==> config.mk <==
export PLATFORM = sky130hd
export DESIGN_NAME = div_32bit_seq
export DESIGN_NICKNAME = d
export VERILOG_FILES = /design/src/rtl/div_32bit_seq.sv
export SDC_FILE = /design/constraint.sdc
export NUM_CORES = 1
export LEC_CHECK = 0
export BUFFER_PORTS_ARGS = -buffer_cell sky130_fd_sc_hd__buf_2
export CAP_MARGIN = 15
export CORE_ASPECT_RATIO = 0.9
export CORE_MARGIN = 2
export CORE_UTILIZATION = 25
export CTS_BUF_LIST = sky130_fd_sc_hd__clkbuf_4
export DETAILED_ROUTE_END_ITERATION = 8
export GPL_ROUTABILITY_DRIVEN = 0
export PLACE_DENSITY = 0.51
export SLEW_MARGIN = 40
export SYNTH_ARGS = -nofsm -noshare
export SYNTH_HDL_FRONTEND = slang
export SYNTH_SLANG_ARGS = --single-unit
==> constraint.sdc <==
create_clock -name clk_i -period 7.3 [get_ports clk_i]
set_input_delay 1.46 -clock clk_i [delete_from_list [all_inputs] [get_ports clk_i]]
set_output_delay 1.46 -clock clk_i [all_outputs]
set_load 0.005 [all_outputs]
==> src/rtl/div_32bit_seq.sv <==
// Multi-cycle radix-2 restoring divider for RV32M DIV/DIVU/REM/REMU.
// One quotient bit per cycle, MSB first. The dividend register doubles as
// the quotient accumulator: each iteration shifts a dividend bit out of the
// top and a quotient bit in at the bottom. Signed operations run on
// magnitudes and fix the result signs in a final cycle. Divide-by-zero and
// the signed-overflow case bypass the iteration and finish immediately.
module div_32bit_seq #(
    parameter int WIDTH = 32
) (
    input  logic             clk_i,
    input  logic             rst_i,
    input  logic             start_i,
    input  logic             signed_i,
    input  logic [WIDTH-1:0] dividend_i,
    input  logic [WIDTH-1:0] divisor_i,
    output logic             busy_o,
    output logic             valid_o,
    output logic [WIDTH-1:0] quotient_o,
    output logic [WIDTH-1:0] remainder_o,
    output logic             dbz_o
);

    localparam int CW = $clog2(WIDTH);
    localparam logic [WIDTH-1:0] MIN_NEG  = {1'b1, {(WIDTH-1){1'b0}}};
    localparam logic [CW-1:0]    CNT_LAST = CW'(WIDTH - 1);

    typedef enum logic [1:0] {
        S_IDLE,
        S_CALC,
        S_FIX,
        S_DONE
    } state_t;

    state_t           state_q, state_d;
    logic [CW-1:0]    cnt_q, cnt_d;
    logic [WIDTH-1:0] dvd_q, dvd_d;     // dividend shifting out, quotient shifting in
    logic [WIDTH-1:0] dvs_q, dvs_d;     // divisor magnitude
    logic [WIDTH-1:0] rem_q, rem_d;     // partial remainder
    logic             neg_quo_q, neg_quo_d;
    logic             neg_rem_q, neg_rem_d;
    logic [WIDTH-1:0] quo_out_q, quo_out_d;
    logic [WIDTH-1:0] rem_out_q, rem_out_d;
    logic             dbz_q, dbz_d;

    // Two's complement negation, modulo 2^WIDTH (the most negative value maps to itself).
    function automatic logic [WIDTH-1:0] negate(input logic [WIDTH-1:0] x);
        return ~x + WIDTH'(1);
    endfunction

    function automatic logic [WIDTH-1:0] magnitude(input logic [WIDTH-1:0] x);
        return x[WIDTH-1] ? negate(x) : x;
    endfunction

    // Shift the next dividend bit into the partial remainder. The shifted value
    // needs WIDTH+1 bits: with a divisor above 2^(WIDTH-1) the remainder's top
    // bit can be set before the shift, and dropping it would corrupt the compare.
    logic [WIDTH:0]   rem_shift;
    logic             q_bit;
    logic [WIDTH-1:0] rem_sub;

    // One restoring iteration: subtract when the shifted remainder covers the divisor.
    always_comb begin
        rem_shift = {rem_q, dvd_q[WIDTH-1]};
        q_bit     = (rem_shift >= {1'b0, dvs_q});
        // When q_bit is set the true difference is below 2^WIDTH, so the low bits suffice.
        rem_sub   = rem_shift[WIDTH-1:0] - dvs_q;
    end

    // Next-state and datapath control.
    always_comb begin
        // NOTE: every signal gets a default before the case so that no path leaves
        // one unassigned; an unassigned path in a combinational block infers a latch.
        state_d   = state_q;
        cnt_d     = cnt_q;
        dvd_d     = dvd_q;
        dvs_d     = dvs_q;
        rem_d     = rem_q;
        neg_quo_d = neg_quo_q;
        neg_rem_d = neg_rem_q;
        quo_out_d = quo_out_q;
        rem_out_d = rem_out_q;
        dbz_d     = dbz_q;

        case (state_q)
            S_IDLE: begin
                if (start_i) begin
                    neg_quo_d = signed_i & (dividend_i[WIDTH-1] ^ divisor_i[WIDTH-1]);
                    neg_rem_d = signed_i & dividend_i[WIDTH-1];
                    dvd_d     = signed_i ? magnitude(dividend_i) : dividend_i;
                    dvs_d     = signed_i ? magnitude(divisor_i)  : divisor_i;
                    rem_d     = '0;
                    cnt_d     = CNT_LAST;
                    if (divisor_i == '0) begin
                        quo_out_d = '1;
                        rem_out_d = dividend_i;
                        dbz_d     = 1'b1;
                        state_d   = S_DONE;
                    end else if (signed_i && (dividend_i == MIN_NEG) && (divisor_i == '1)) begin
                        quo_out_d = MIN_NEG;
                        rem_out_d = '0;
                        dbz_d     = 1'b0;
                        state_d   = S_DONE;
                    end else begin
                        state_d   = S_CALC;
                    end
                end
            end
            S_CALC: begin
                rem_d = q_bit ? rem_sub : rem_shift[WIDTH-1:0];
                dvd_d = {dvd_q[WIDTH-2:0], q_bit};
                if (cnt_q == '0) begin
                    state_d = S_FIX;
                end else begin
                    cnt_d = cnt_q - CW'(1);
                end
            end
            S_FIX: begin
                quo_out_d = neg_quo_q ? negate(dvd_q) : dvd_q;
                rem_out_d = neg_rem_q ? negate(rem_q) : rem_q;
                dbz_d     = 1'b0;
                state_d   = S_DONE;
            end
            S_DONE: begin
                state_d = S_IDLE;
            end
            default: begin
                state_d = S_IDLE;
            end
        endcase
    end

    // State register with synchronous reset; reset discards any operation in flight.
    always_ff @(posedge clk_i) begin
        // NOTE: non-blocking assignments keep every register sampling pre-edge values,
        // so the order of these statements does not matter.
        if (rst_i) begin
            state_q   <= S_IDLE;
            cnt_q     <= '0;
            dvd_q     <= '0;
            dvs_q     <= '0;
            rem_q     <= '0;
            neg_quo_q <= 1'b0;
            neg_rem_q <= 1'b0;
            quo_out_q <= '0;
            rem_out_q <= '0;
            dbz_q     <= 1'b0;
        end else begin
            state_q   <= state_d;
            cnt_q     <= cnt_d;
            dvd_q     <= dvd_d;
            dvs_q     <= dvs_d;
            rem_q     <= rem_d;
            neg_quo_q <= neg_quo_d;
            neg_rem_q <= neg_rem_d;
            quo_out_q <= quo_out_d;
            rem_out_q <= rem_out_d;
            dbz_q     <= dbz_d;
        end
    end

    assign busy_o      = (state_q == S_CALC) || (state_q == S_FIX);
    assign valid_o     = (state_q == S_DONE);
    assign quotient_o  = quo_out_q;
    assign remainder_o = rem_out_q;
    assign dbz_o       = dbz_q;

endmodule

# Word-level counts from Yosys, hierarchy flattened
# Index checks and enable logic that the tools add are counted.
# totals
ff_bits,170
inputBits,68
word_cells,77
# classes
reduce_logical,13
n_addsub,6
n_mux,31
bitwise,7
n_lt_le_gt_ge,1
n_eq_ne,9
# ops
operator,n
$mux 32,15
$pmux 32 s2,4
$add 32x1->32 const B,4
$not 32->32,4
$eq 32x32->1 const B,2
$ge 33x32->1,1
$logic_not 32->1,1
$sub 32x32->32,1
$mux 5,2
$pmux 5 s2,1
$mux 2,4
$pmux 2 s4,1
$ne 2x2->1 const B,3
$reduce_and 2->1,3
$reduce_and 3->1,2
$logic_not 5->1,1
$sub 5x1->5 const B,1
$eq 2x2->1 const B,2
$reduce_bool 2->1,2
$mux 1,3
$ne 3x3->1 const B,1
$and 1x1->1,2
$eq 2x1->1 const B,1
$logic_and 1x1->1,2
4 further kinds,4

# Longest topological paths before layout
# Gate-level depths: netlist of the first run.
# depth
depth_word,7
mapped_depth,12

# Least setup slack after synthesis of the first run
# OpenSTA, ideal clock, no wires.
# synth_timing
path_kind,input port to flip-flop
startpoint,in divisor_i[6]
endpoint,reg dvs_q[29]
n_path_buf,0
slack_ns,3.244
arrival_ns,3.970
path_stages,8
required_ns,7.214
setup_time_ns,0.086
path_cell_list,or4_4 -> nor3_4 -> or3b_1 -> or4_4 -> or4_4 -> o41ai_2 -> xor2_1 -> a211oi_1
# synth_between
elab_chain_len,4
# synth_lines
item,line,text
start: declaration,15,"input logic [WIDTH-1:0] divisor_i,"
$not 32->32,47,return ~x + WIDTH'(1);
$add 32x1->32,47,
$mux 32,51,return x[WIDTH-1] ? negate(x) : x;
$mux 32,90,dvs_d = signed_i ? magnitude(divisor_i) : divisor_i;
end signal: assignment,151,dvs_q <= dvs_d;
end: declaration,37,"logic [WIDTH-1:0] dvs_q, dvs_d;"
# Every way passes these cells.
# A chain may end at the register's enable or synchronous reset.

# Worst setup path in the final report of the first run
# layout_timing
startpoint,in divisor_i[14]
endpoint,reg quo_out_q[1] (netlist: quotient_o[1])
# layout_between
elab_chain_len,4
word_cells_on_any_way,8
# layout_lines
item,line,text
$eq 32x32->1 or $logic_not 32->1 (tied branches),"98, 93",
$logic_and 1x1->1 or $mux 32 (tied branches),"98, 93",
$ne 3x3->1 (no line) or $mux 32 (tied branches),--,
$reduce_and 3->1 (no line) or $pmux 32 s2 (tied branches),--,
end signal: assignment,155,quo_out_q <= quo_out_d;
end: declaration,41,"logic [WIDTH-1:0] quo_out_q, quo_out_d;"
# Parallel ways exist; a longest one is shown, timed or not. The select of a mux whose other input is x is not followed.

==> impl_metrics.py, run 1 <==
metrics = {
    "synthesis": {
        "synthTopCellsByArea": "dfxtp_1, nand2_1, xnor2_1",
        "synth_edf_count": 0,
        "yosysSeqAreaShare_pct": 30.1,
        "synth.net_count": 1617,
        "syn_inst": 1505,
        "yosysMostFrequentCell": "nand2_1",
        "ys_ff_latch": 170,
        "synth_top_area_share_pct": 30.1,
        "syn_avg_cell_area_um2": 7.51,
        "ys_warn_count": 0,
        "async_flop_share_pct": 0,
        "ys_types": 64,
        "syn-cell-area_um2": 11300,
        "synth_top_area_cell": "dfxtp_1",
        "netlist_top_cells_count": "nand2_1, dfxtp_1, a21oi_1, nor2_1, clkbuf_1",
        "synth_ff_type": "dfxtp_1",
    },
    "route": {
        "avgViaCountPerCell": 5.07,
        "routed_wl_mm": 39.8,
        "drtAntennaViolNets": 0,
        "vias": 11112,
        "first_iter_violations": 889,
        "drtPass1Iterations": 5,
        "drcViolationCount": 0,
        "wire_per_inst_um": 18.1,
    },
    "clocking": {
        "clock-root-buffer": "clkbuf_4",
        "cts_hold_buffers": 0,
        "clock_sinks": 170,
        "cts_buffer_depth": 2,
        "clk_latency_ns": 0.66,
        "htreeDepth": 4,
        "tritoncts": "built",
        "clk_pin_slew_ns": 0.16,
        "cts_buffers": 17,
        "postCtsSetupBuffers": 0,
        "post_cts_resized": 0,
    },
    "pwr": {
        "power_frac_seq_pct": 37.5,
        "share_comb_of_total_power_pct": 42.8,
        "leakage_nw": 5.07,
        "p_per_area_nw_per_um2": 252,
        "swShare_pct": 45.1,
        "vdd_drop_max_uv": 130,
        "p_clk_share_pct": 19.7,
        "p_int_w": 0.00178,
        "p_switching_w": 0.00146,
    },
    "timing": {
        "fin_crit_ns": 4.23,
        "drv_slew": 0,
        "setup_viol_count_final": 0,
        "tightest_slew_ns": 0.858,
        "max_freq_ghz": 0.236,
        "rsz0062_at_grt": "false",
        "relSlewSlack_pct": 42.8,
        "hold_viol_final": 0,
        "post-route-period-util_pct": 58.0,
        "finalSetupTns_ns": 0,
        "clock_skew_ns": 0.0496,
    },
    "run_status": {
        "outcome": "finished clean",
    },
    "global_routing": {
        "grt_pass1_vias": 10419,
        "grt_usage_pct": 16.9,
        "grt_max_degree": 104,
        "antenna_found_initial": 4,
        "grt-ovfl-total": 0,
        "grt_pass1_wl_mm": 61.9,
    },
    "worst_setup_path": {
        "cp_slowest_cell": "or4_1",
        "cp_slowest_stage_delay_ns": 0.60,
        "critPathTopFamily": "simple AND/OR/NAND/NOR gates",
        "path_cells": "buf_2, or4_1, nor4_1, nand2b_1, nor3_1, o21ai_1, nand2_2, buf_4, nand2_1, a21oi_1",
        "crit_buf_inv": 2,
        "crit_type": "in -> reg",
        "cp-end-kind": "flip-flop",
        "crit_fanout": 44,
        "cp-start-kind": "input port",
        "critPathRequiredTime_ns": 7.86,
        "worstPathArrival_ns": 4.80,
    },
    "floorplan": {
        "start_util_pct": 25.5,
        "dieWidth_um": 228,
        "boundaryPins": 135,
        "rows": 73,
        "core-area_um2": 44400,
        "die_height_um": 206,
        "dieArea_um2": 46900,
    },
    "final_layout": {
        "fin_util_pct": 28.9,
        "multi_input_comb_area_um2": 7320,
        "nets": 1687,
        "ff_latch_area_um2": 3410,
        "fillers": 4942,
        "drive_gt1_share_pct": 12.7,
        "synthToLayoutAreaGrowth_pct": 13.6,
        "fin_cells": 2191,
    },
    "worst_hold_path": {
        "hp-class": "reg -> reg",
    },
    "placed_design": {
        "dp_cells": 2156,
        "dp_hpwl_mm": 30.9,
        "portBuffers": 134,
    },
    "run": {
        "drv_cap": 0,
    },
}
-- per-layer routing --
metal	vias up	track usage [%]	routed length (µm)
met2	281	27.2	18000
met3	52	3.91	2290
li1	5562	-	-
met5	-	0	10
met1	5215	22.3	18400
met4	2	5.53	1120
-- worst reg2reg max path, delay by kind of cell (launching register included) --
family,cells,cell delay (ns)
AO/OA/AOI/OAI,5,0.98
AND/OR/NAND/NOR,2,0.86
flip-flops,1,0.58
buffers and inverters,1,0.46
adder cells (fa/ha/maj),1,0.38
multiplexers,1,0.29
-- worst paths after layout --
path / start / endpoint / slack [ns] / cells after the start
setup / recovery: divisor_i[14] / quotient_o[1] / 3.07 / 10
hold / removal: quotient_o[9] / quotient_o[9] / 0.46 / 2
setup reg to reg: rem_q[7] / rem_q[3] / 3.63 / 10
hold reg to reg: quotient_o[9] / quotient_o[9] / 0.46 / 2
-- power by group through the flow --
stage,Sequential [W],Clock [W],Combinational [W]
2_1_floorplan,0.00118,0,0.00102
3_5_place_dp,0.00124,0,0.00138
4_1_cts,0.00122,0.000658,0.00139
3_3_place_gp,0.00123,0,0.00137
5_1_grt,0.00124,0.000699,0.00155
6_report,0.00121,0.000638,0.00138
-- placed cells by master, fill, tap and decap left out, types with 17 or more instances in the layout --
master / Yosys / routed
o21ai_1: 36 / 35
ha_1: 43 / 42
buf_2: 5 / 133
a221oi_1: 23 / 23
xnor2_1: 82 / 82
or3_1: 18 / 18
nand4_1: 22 / 22
a21oi_1: 138 / 137
nor3_1: 69 / 69
clkbuf_4: 0 / 17
nor2_1: 123 / 121
nand3_1: 21 / 21
a211oi_1: 49 / 49
o21ai_0: 66 / 66
inv_1: 65 / 65
mux2i_1: 23 / 23
nand2_1: 198 / 197
xor2_1: 63 / 63
dfxtp_1: 170 / 168
o31ai_1: 31 / 31
-- final cells by class --
class / count / share of cell area [%]
inverter: 66 / 1.93
sequential: 170 / 26.5
multi-input combinational: 1173 / 57.0
clock inverter: 15 / 1.53
antenna: 3 / 0.0585
tap: 600 / 5.85
clock buffer: 17 / 0.994
timing repair buffer: 147 / 6.09
-- sequential cells by signal, summed over array words and instances (netlist names) --
signal,cells
remainder_o,32
rem_q,32
state_q,2
neg_quo_q,1
dvs_q,32
quotient_o,32
neg_rem_q,1
cnt_q,5
dbz_o,1
dvd_q,32
-- logic make-up (layout without fill, tap and decap cells) --
logic type	after synthesis	after routing	share of synthesized area, %
flops	170	170	30.1
xor+xnor	145	145	11.2
mux	25	25	2.24
other cells	0	3	0
simple gates	521	521	21.4
buf+inv	162	245	5.43
fa+ha+maj	44	44	4.94
compound gates	438	438	24.6
-- through the flow --
| stage | setup slack [ns] | hold WS, ns | instance area (µm²) | power [W] |
|---|---|---|---|---|
| 3_5_place_dp | 2.45 | 0.445 | 12500 | 0.00262 |
| 2_1_floorplan | 3.24 | 0.432 | 11300 | 0.00220 |
| 6_report | 3.07 | 0.461 | 12800 | 0.00324 |
| 4_1_cts | 3.18 | 0.465 | 12800 | 0.00326 |
| 5_1_grt | 2.80 | 0.476 | 12800 | 0.00349 |
| 3_3_place_gp | 2.43 | 0.436 | 12500 | 0.00261 |
No activity file was read; power rests on OpenSTA's default activity.
==> inputs of run 2 (changes only) <==
PLACE_DENSITY = 0.52   (was 0.51)
clock period = 3.7 ns   (was 7.3 ns; I/O delays follow)
==> impl_metrics.py, run 2 (same netlist as run 1, synthesis figures left out) <==
metrics = {
    "timing": {
        "setup_viol_count_final": 0,
        "post-route-period-util_pct": 84.5,
        "fin_crit_ns": 3.13,
        "tightest_slew_ns": 0.826,
        "rsz0062_at_grt": "false",
        "worst_slack_ns": 0.574,
        "hold_viol_final": 0,
        "max_freq_ghz": 0.320,
        "clock_skew_ns": 0.0363,
        "drv_slew": 0,
        "relSlewSlack_pct": 45.0,
        "finalSetupTns_ns": 0,
    },
    "floorplan": {
        "rows": 73,
        "dieArea_um2": 46900,
        "boundaryPins": 135,
        "die_height_um": 206,
        "start_util_pct": 25.5,
        "dieWidth_um": 228,
        "core-area_um2": 44400,
    },
    "final_layout": {
        "synthToLayoutAreaGrowth_pct": 15.7,
        "multi_input_comb_area_um2": 7310,
        "final_cell_mix": "nand2_1, dfxtp_1, a21oi_1",
        "fillers": 4945,
        "drive_gt1_share_pct": 14.3,
        "ff_latch_area_um2": 3410,
        "nets": 1719,
        "final_common_cell": "nand2_1",
    },
    "pwr": {
        "swShare_pct": 45.4,
        "leakage_nw": 5.22,
        "vdd_drop_max_uv": 280,
        "p_per_area_nw_per_um2": 484,
        "p_clk_share_pct": 18.0,
        "p_switching_w": 0.00288,
        "share_comb_of_total_power_pct": 44.1,
        "p_int_w": 0.00345,
        "power_frac_seq_pct": 37.9,
    },
    "route": {
        "drtAntennaViolNets": 0,
        "drcViolationCount": 0,
        "drtPass1Iterations": 7,
        "vias": 11272,
        "avgViaCountPerCell": 5.07,
        "routed_wl_mm": 40.0,
        "first_iter_violations": 819,
        "wire_per_inst_um": 18.0,
    },
    "clocking": {
        "htreeDepth": 4,
        "clk_pin_slew_ns": 0.17,
        "tritoncts": "built",
        "postCtsSetupBuffers": 0,
        "clk_latency_ns": 0.66,
        "cts_buffer_depth": 2,
        "clock_sinks": 170,
        "post_cts_resized": 0,
        "cts_buffers": 17,
        "clock-root-buffer": "clkbuf_4",
        "cts_hold_buffers": 0,
    },
    "global_routing": {
        "grt-ovfl-total": 0,
        "grt_pass1_wl_mm": 62.7,
        "use_met3_pct": 3.17,
        "grt_pass1_vias": 10688,
        "grt.busiest_layer": "met2",
        "use_met2_pct": 28.5,
        "grt_max_degree": 73,
        "grt_usage_pct": 17.0,
        "grt_use_met1_pct": 22.4,
        "antenna_found_initial": 4,
    },
    "worst_setup_path": {
        "path_cells": "inv_1, ha_1, inv_1, fa_1, a21oi_1, o211ai_1, nand3_1, a31oi_1, a21oi_1, o22ai_1, mux2_2, o211ai_1",
        "cp-start-kind": "flip-flop",
        "crit_fanout": 5,
        "cp_slowest_cell": "a21oi_1",
        "reg2reg_to": "rem_q[30]",
        "critPathRequiredTime_ns": 4.28,
        "worstPathArrival_ns": 3.71,
        "crit_buf_inv": 2,
        "critPathTopFamily": "compound AO/OA/AOI/OAI gates",
        "cp-end-kind": "flip-flop",
        "cp_slowest_stage_delay_ns": 0.43,
        "ff2ff_path_depth": 12,
        "crit_type": "reg -> reg",
        "r2r_start": "dvd_q[31]",
        "crit_start": "dvd_q[31]",
        "rrSetupSlack_ns": 0.57,
    },
    "run": {
        "drv_cap": 0,
    },
    "run_status": {
        "outcome": "finished clean",
    },
    "worst_hold_path": {
        "hold_depth": 3,
        "min_to": "dvs_q[0]",
        "hp-class": "in -> reg",
        "hp-start": "divisor_i[0]",
    },
    "placed_design": {
        "portBuffers": 134,
        "dp_hpwl_mm": 31.2,
        "place_ws_ns": 0.149,
    },
}
## run 2: cell count changes in the layout (fill, tap and decap cells not counted), sizes merged
cell and delta:
buf +32, inv -3, clkbuf +2, clkinvlp +2, bufinv -1, diode +1
## run 2: power by group through the flow
stage / clock (W) / combinational [W] / sequential [W]
2_1_floorplan: 0 / 0.00202 / 0.00233
3_3_place_gp: 0 / 0.00276 / 0.00242
3_5_place_dp: 0 / 0.00278 / 0.00244
4_1_cts: 0.00117 / 0.00279 / 0.00240
5_1_grt: 0.00123 / 0.00314 / 0.00244
6_report: 0.00114 / 0.00279 / 0.00240
## run 2: worst reg2reg max path, stage by stage (launching register included)
cell and delay [ns]:
dfxtp_1 0.34, inv_1 0.18, ha_1 0.21, inv_1 0.06, fa_1 0.39, a21oi_1 0.21, o211ai_1 0.24, nand3_1 0.21
a31oi_1 0.13, a21oi_1 0.43, o22ai_1 0.20, mux2_2 0.30, o211ai_1 0.16
## run 2: cell type report
cell class                 count  area share [%]
antenna                        4          0.0765
clock buffer                  19            1.09
clock inverter                13            1.00
inverter                      66            1.89
multi-input combinational   1173            55.9
sequential                   170            26.0
tap                          600            5.74
timing repair buffer         179            8.30
## run 2: worst max-delay path by stage
stage                end  slack (ns)  depth (start not counted)
2_1_floorplan  dvs_q[29]        0.36                          8
3_3_place_gp   dvs_q[29]        0.15                          9
3_5_place_dp   dvs_q[29]        0.15                          9
4_1_cts         rem_q[1]        0.63                         11
5_1_grt         rem_q[1]        0.41                         10
6_report       rem_q[30]        0.57                         12
## run 2: metal layers
layer,routed length [µm],vias to the layer above,part of all wire [%]
li1,-,5606,-
met1,18700,5337,47
met2,18600,283,46
met3,1860,46,4.6
met4,838,0,2.1
met5,0,-,0
## run 2: metrics by stage
step	std cells	hold slack [ns]	util (%)	total power [W]	area [µm²]
5_1_grt	2222	0.357	29.5	0.00681	13100
3_3_place_gp	2188	0.438	28.8	0.00519	12800
6_report	2224	0.367	29.5	0.00633	13100
3_5_place_dp	2188	0.443	28.8	0.00522	12800
4_1_cts	2220	0.321	29.4	0.00635	13100
2_1_floorplan	1505	0.432	-	0.00435	11300
